**src/rtl/cpx_memory_responder.sv**
```systemverilog
// cpx_memory_responder: 32x16 memory image for the complex-number core with host load/run/dump port
// Ports:
//   clk, rst_n                         clock, asynchronous active-low reset
//   address, wr_data, readwriteN       core access (readwriteN 1 = read, 0 = write)
//   rd_data                            core read data, combinational, 16'h0003 outside RUN
//   ld_valid, ld_data, ld_ready        host image load stream (accepted only in IDLE)
//   start, stop, core_run              host run control; core_run high while the core owns memory
//   dump_valid, dump_data, dump_addr,
//   dump_ready, done                   host image dump stream; done pulses after the last word
//   wr_count                           saturating count of core writes in the last run
module cpx_memory_responder #(
  parameter int DEPTH = 32,
  parameter int IDLE_LIMIT = 64,
  parameter int WCNT_W = 8
) (
  input  logic              clk,
  input  logic              rst_n,
  input  logic [4:0]        address,
  input  logic [15:0]       wr_data,
  input  logic              readwriteN,
  output logic [15:0]       rd_data,
  input  logic              ld_valid,
  input  logic [15:0]       ld_data,
  output logic              ld_ready,
  input  logic              start,
  input  logic              stop,
  output logic              core_run,
  output logic              dump_valid,
  output logic [15:0]       dump_data,
  output logic [4:0]        dump_addr,
  input  logic              dump_ready,
  output logic              done,
  output logic [WCNT_W-1:0] wr_count
);
  typedef enum logic [1:0] {IDLE, RUN, DUMP} state_t;
  localparam int IW = $clog2(IDLE_LIMIT) + 1;
  state_t state, nxt;
  logic [4:0] ptr;
  logic [IW-1:0] idle_cnt;
  logic [15:0] mem [DEPTH];
  logic wr, ld, hs, last;
  always_comb begin
    wr = state == RUN && !readwriteN;
    ld = state == IDLE && ld_valid;
    hs = state == DUMP && dump_ready;
    last = hs && ptr == 5'd31;
    nxt = state == IDLE ? (start ? RUN : IDLE) :
          state == RUN  ? ((stop || (!wr && idle_cnt == IW'(IDLE_LIMIT - 1))) ? DUMP : RUN) :
          (last ? IDLE : DUMP);
  end
  assign ld_ready = state == IDLE;
  assign core_run = state == RUN;
  assign dump_valid = state == DUMP;
  assign dump_addr = ptr;
  assign dump_data = mem[ptr];
  // outside RUN the core sees the end instruction so it parks
  assign rd_data = core_run ? mem[address] : 16'h0003;
  always_ff @(posedge clk or negedge rst_n) begin
    if (!rst_n) begin
      state <= IDLE;
      ptr <= '0;
      idle_cnt <= '0;
      wr_count <= '0;
      done <= 1'b0;
      for (int i = 0; i < DEPTH; i++) mem[i] <= '0;
    end else begin
      state <= nxt;
      done <= last;
      if (ld) mem[ptr] <= ld_data;
      if (wr) mem[address] <= wr_data;
      // a load coincident with start lands at the old ptr before ptr clears
      if (state == IDLE && start) begin
        ptr <= '0;
        idle_cnt <= '0;
        wr_count <= '0;
      end else if (ld || hs) ptr <= ptr + 5'd1;
      if (state == RUN) idle_cnt <= wr ? '0 : idle_cnt + IW'(1);
      if (wr && wr_count != '1) wr_count <= wr_count + WCNT_W'(1);
    end
  end
endmodule

```
**config.mk**
```make
export PLATFORM = sky130hd
export DESIGN_NAME = cpx_memory_responder
export DESIGN_NICKNAME = d
export VERILOG_FILES = /design/src/rtl/cpx_memory_responder.sv
export SDC_FILE = /design/constraint.sdc
export NUM_CORES = 2
export LEC_CHECK = 0
export ABC_AREA = 1
export BUFFER_PORTS_ARGS = -buffer_cell sky130_fd_sc_hd__buf_2
export CAP_MARGIN = 10
export CORE_ASPECT_RATIO = 0.8
export CORE_MARGIN = 5
export CORE_UTILIZATION = 30
export CTS_CLUSTER_SIZE = 24
export DETAILED_ROUTE_END_ITERATION = 7
export PLACE_DENSITY = 0.42
export SLEW_MARGIN = 30
export SYNTH_ARGS = -nofsm -noshare
export SYNTH_HDL_FRONTEND = slang
export SYNTH_SLANG_ARGS = --single-unit
```
**constraint.sdc**
```tcl
create_clock -name clk -period 2.95 [get_ports clk]
set_clock_uncertainty 0.2 [all_clocks]
set_input_delay 0.295 -clock clk [delete_from_list [all_inputs] [get_ports clk]]
set_output_delay 0.295 -clock clk [all_outputs]
set_load 0.005 [all_outputs]
```
== Word level (Yosys, flattened, before mapping) ==
Index checks and enable logic that the tools add are counted.
Word-level totals
  register bits: 535
  input bits: 44
  output and inout bits: 49
  logic and storage cells: 95
Operators by class
  add/subtract/negate cells: 3
  magnitude comparators: 4
  equal/unequal tests: 5
  mux-type cells: 27
  bitwise operators: 2
  reduce and logical (&&, ||, !) cells: 17
Operators by type and width (number)
  $bwmux 512: 2
  $mux 512: 2
  $bmux 16 s5: 2
  $demux 16 s5: 2
  $mux 16: 7
  $mux 7: 3
  $mux 8: 2
  $ge 6x6->1 const B: 2
  $lt 6x1->1 const B: 2
  $not 5->6: 2
  $mux 5: 2
  $logic_and 1x1->1: 9
  $add 8x1->8 const B: 1
  $mux 2: 4
  $ne 8x8->1 const B: 1
  $add 7x1->7 const B: 1
  $eq 7x6->1 const B: 1
  $reduce_bool 2->1: 3
  $add 5x1->5 const B: 1
  $eq 5x5->1 const B: 1
  $eq 2x1->1 const B: 1
  $eq 2x2->1 const B: 1
  $logic_not 1->1: 2
  $logic_not 2->1: 1
  other kinds (2): 3

== Depth between registers and ports, before layout ==
  depth in word-level cells: 9
  mapped depth: 13
  mapped depth without buffers: 10

== Worst setup path after synthesis ==
Ideal clock, no wire load.
  path kind: register -> register
  from: register ptr[0], in the netlist dump_addr[0]
  to: register mem[380] (netlist bit)
  library setup time: 120 ps
  arrival: 2320 ps
  data required time: 2630 ps
  setup slack: 310 ps
  stages on the path, launching flop included: 14
  buffers on the path: 4
  clock period less this slack: 2640 ps
  cell sequence: dfrtp_1 -> buf_2 -> inv_2 -> buf_2 -> buf_1 -> ha_1 -> inv_1 -> nor2_2 -> nand2_1 -> clkbuf_1 -> nand2_1 -> o21ai_0 -> o21ai_0 -> inv_1
Between the ends
  word-level cells in the longest chain between the ends: 9
  elaborated cells between the ends (all ways): 10
  classes of those cells: 2 x order compare; 6 x mux; 1 x bitwise; 1 x reduce/logical
Ends and longest elaborated chain
  start: declaration: RTL line 38  | logic [4:0] ptr;
  start signal: assignment: RTL line 76  | end else if (ld || hs) ptr <= ptr + 5'd1;
  $not 5->6 (implied by the code) (*): RTL line 69  | if (ld) mem[ptr] <= ld_data;
  $ge 6x6->1 (implied by the code) or $lt 6x1->1 (tied branches): RTL line 69
  $logic_and 1x1->1 (implied by the code): RTL line 69
  $mux 16 (implied by the code): RTL line 69
  $demux 16 s5 (*): RTL line 69
  $bwmux 512 (*): RTL line 69
  $mux 512 (*): RTL line 69
  $bwmux 512: RTL line 70  | if (wr) mem[address] <= wr_data;
  $mux 512 (*): RTL line 70
  end signal: indexed assignment: RTL line 69
  end signal: indexed assignment: RTL line 70
  end: declaration: RTL line 40  | logic [15:0] mem [DEPTH];
Mark *: on every way between the ends. The rest lies on a longest branch, timed or not.
A chain may end at the register's enable or synchronous reset.

== Worst setup path after layout ==
  from: register ptr[0], in the netlist dump_addr[0]
  to: output dump_data[13]
Between the ends
  word-level cells in the longest chain between the ends: 4
Ends and longest elaborated chain
  $not 5->6 (implied by the code): RTL line 55  | assign dump_data = mem[ptr];
  $bmux 16 s5: RTL line 55
  $mux 16 (implied by the code) (2 in a row): RTL line 55
  end: declaration: RTL line 29  | output logic [15:0] dump_data,
No other way between the ends. The select of a mux whose other input is x is not followed.

==> impl_metrics.yaml <==
synth:
  synth_edf_count: 0
  synthAdderAreaFrac_pct: 0.241
  syn_avg_cell_area_um2: 6.41
  netlist_area_um2: 36400
  synth-xor-area-share_pct: 0.120
  synth_compound_area_share_pct: 24.0
  synth_seq_area_share_pct: 36.8
  synthTopCellsByArea: "dfrtp_1 37%, nand2_1 20%, o21ai_0 15%"
  synth_nets: 5731
  muxShareOfSynthArea_pct: 0
  ys_seq_elements: 535
  synthCells: 5680
  ys.flop_type: "dfrtp_1"
  synth_top_family_by_area: "simple AND/OR/NAND/NOR gates"
  yosys.area.top_type: "dfrtp_1"
  yosys.area.top_type_share_pct: 36.8
  synthSimpleGateAreaFrac_pct: 27.7
  synthTopCellsByCount: "1940 x nand2_1, 1058 x o21ai_0, 535 x dfrtp_1"
  ys_warn_count: 0
  synth_most_common_cell: "nand2_1"
  async_reset_ff_share_pct: 100
  yosys.cell_types.count: 38
cts:
  clockBufferDepth: 3
  cts_max_level: 3
  clk_latency_ps: 700
  cts_sinks: 535
  clk_pin_slew_ps: 70
  cts_root_buf: "clkbuf_16"
  numCtsBuffers: 69
  cts_tree: "yes"
timing:
  fin_crit_sh_pct: 113
  worstMarginPinSlew_ps: 925
  slew_headroom_pct: 38.2
  tns_ps: -4400
  rsz0062_at_grt: "true"
  final.min_clock_period_ps: 3320
  setup_slack_ps: -371
  slew_violations: 0
  clock.fmax_mhz: 301
  setup_viol: 16
  final-hold-violation-count: 0
grt:
  grt_max_degree: 76
  first_global_vias: 37200
  gr-usage-all-layers_pct: 34.3
  antenna_found_initial: 13
  grt_overflow: 0
  grt_pass1_wl_mm: 311
critical_path:
  slowest_stage: "dfrtp_4"
  reg2reg_from: "dump_addr[0]$_DFFE_PN0P_"
  start_kind: "flip-flop"
  critPathKind: "flip-flop to output pin"
  cp_top_family: "buffers and inverters"
  worstSetupEndpointType: "output pin"
  r2r_slack_ps: 40
  slowest_delay_ps: 520
  cp_num_buf_inv: 5
  required_ps: 2460
  crit_fanout: 8
  rr_worst_depth: 13
  path_depth: 11
  cp_data_arrival_time_ps: 2830
  rr_endpoint: "mem[47]$_DFF_PN0_"
  cp_cell_sequence: "buf_8, buf_16, buf_12, buf_6, o21ai_4, o22ai_4, nand2_1, nand2_2, nor2_4, nand2_2, buf_6"
pwr:
  pwr-share-seq_pct: 28.4
  power.internal_mw: 21.7
  clockPowerShare_pct: 23.3
  p_total_mw: 39.1
  ir_drop_mv: 0.436
  powerDensity_nw_per_um2: 856
  cellLeakagePower_nw: 22.6
  pwr-share-comb_pct: 48.3
  power_switching_mw: 17.3
  swShare_pct: 44.4
die:
  io-pin-count: 93
  die_y_um: 322
  initial_core_util_pct: 30.2
  die_area_um2: 128000
  rows: 114
  coreArea_um2: 121000
  dieWidth_um: 399
route:
  wl_mm: 228
  routedWlPerCell_um: 30.3
  via_per_inst: 5.57
  vias: 41900
  dr.pass1.iters: 6
  drc: 0
  ant_nets: 0
  drtIter0Drc: 5791
place:
  io_buffers: 92
  gp_congestion: 0.985
  post-dp-hpwl_mm: 154
min_path:
  hp-start: "ld_data[7]"
  whs_path_depth: 4
  hp-class: "input pin to flip-flop"
  min_to: "mem[407]$_DFF_PN0_"
finish:
  area_growth_pct: 25.4
  regArea_um2: 13400
  drive_above_1_share_pct: 16.4
  fin_nets: 5891
  multi_input_area_um2: 20100
  nFillCells: 13000
outcome:
  violations: "negative setup slack"
  status: "finished, violations left"
run:
  drv_cap: 0
==> what timing repair did <==
| action | in CTS | in global routing |
|---|---|---|
| setup endpoints to repair | 22 | 28 |
| gates cloned | 10 | 12 |
| setup buffers | 24 | 11 |
| hold endpoints to repair | 507 | 0 |
| gates resized for setup | 257 | 317 |
| hold buffers | 28 | 0 |
| pin swaps | 49 | 113 |
==> worst reg2reg max path, stage by stage, from the launching register on <==
cell       delay, ps
dfrtp_4          460
buf_8            150
buf_16           200
clkbuf_16        190
buf_4            100
ha_1             170
inv_1             60
nor2_2           150
buf_4            190
nand2_1          170
inv_1            340
o21ai_0          170
o21ai_0          190
inv_1             50
==> cells by family (layout without fill, tap and decap cells) <==
| family | after synthesis | count (layout) |
|---|---|---|
| AND/OR/NAND/NOR | 2472 | 2472 |
| adder cells (fa/ha/maj) | 7 | 7 |
| buffers and inverters | 1006 | 1219 |
| flip-flops | 535 | 535 |
| other | 0 | 11 |
| XOR/XNOR | 5 | 5 |
| AO/OA/AOI/OAI | 1655 | 1655 |
==> area by class of cell <==
type	count	share of cell area [%]
Inverter	573	4.84
Clock buffer	107	4.61
Antenna cell	11	0.0603
Sequential cell	535	29.4
Clock inverter	17	0.455
Multi-Input combinational cell	4139	44.0
Tap cell	1624	4.45
Timing Repair inverter	1	0.0356
Timing Repair Buffer	521	12.2
==> power groups by stage <==
stage / sequential [mW] / combinational (mW) / clock [mW]
floorplan: 10.4 / 7.93 / 0
global placement: 11.2 / 14.3 / 0
detailed placement: 11.1 / 14.3 / 0
CTS: 11.0 / 16.5 / 9.24
global route: 11.3 / 20.0 / 9.47
finish: 11.1 / 18.8 / 9.11
==> sequential cells by signal, indices dropped and copies added, names as in the netlist <==
name,cells
idle_cnt,7
mem,512
done,1
dump_addr,5
wr_count,8
state,2
==> placed cells by master, fill, tap and decap left out, types with 26 or more instances in the layout <==
master,count
inv_2,39
buf_2,76
nor2_1,279
nand2_4,36
buf_4,257
o21ai_0,909
o21ai_1,157
nand2_2,75
o211ai_1,56
inv_1,513
nor3_1,101
a21oi_1,263
a22oi_1,43
nand2_1,1835
nor2_2,37
o22ai_1,128
clkbuf_16,83
a21oi_2,26
buf_12,84
nand3_1,28
nor2_4,36
o21ai_2,43
dfrtp_1,532
buf_6,39
dlygate4sd3_1,27
==> layer usage <==
layer,wire length (µm),GRT usage [%],part of all wire (%),vias up
li1,-,-,-,18700
met1,100000,50.0,44,20300
met2,90900,47.8,40,2577
met3,26600,9.77,12,380
met4,10400,12.7,4.6,2
met5,38,0,0.017,-
==> through the flow <==
step	worst slack, ps	util [%]	hold WS, ps	cells	instance area (µm²)
2_1_floorplan	310	-	-201	5680	36400
3_3_place_gp	-232	33.7	116	7318	40700
3_5_place_dp	-238	33.7	113	7318	40700
4_1_cts	-413	36.8	1.86	7503	44500
5_1_grt	-389	37.8	31.8	7517	45600
6_report	-371	37.8	66.0	7528	45600
==> worst max-delay path by stage <==
stage	slack [ps]	end	start
after floorplan	310	mem[380]$_DFF_PN0_	dump_addr[0]$_DFFE_PN0P_
after global placement	-230	dump_data[9]	dump_addr[1]$_DFFE_PN0P_
after detailed placement	-240	dump_data[9]	dump_addr[1]$_DFFE_PN0P_
after CTS	-410	dump_data[4]	dump_addr[0]$_DFFE_PN0P_
after global routing	-390	dump_data[2]	dump_addr[0]$_DFFE_PN0P_
final	-370	dump_data[13]	dump_addr[0]$_DFFE_PN0P_
No activity file was read; power rests on OpenSTA's default activity.
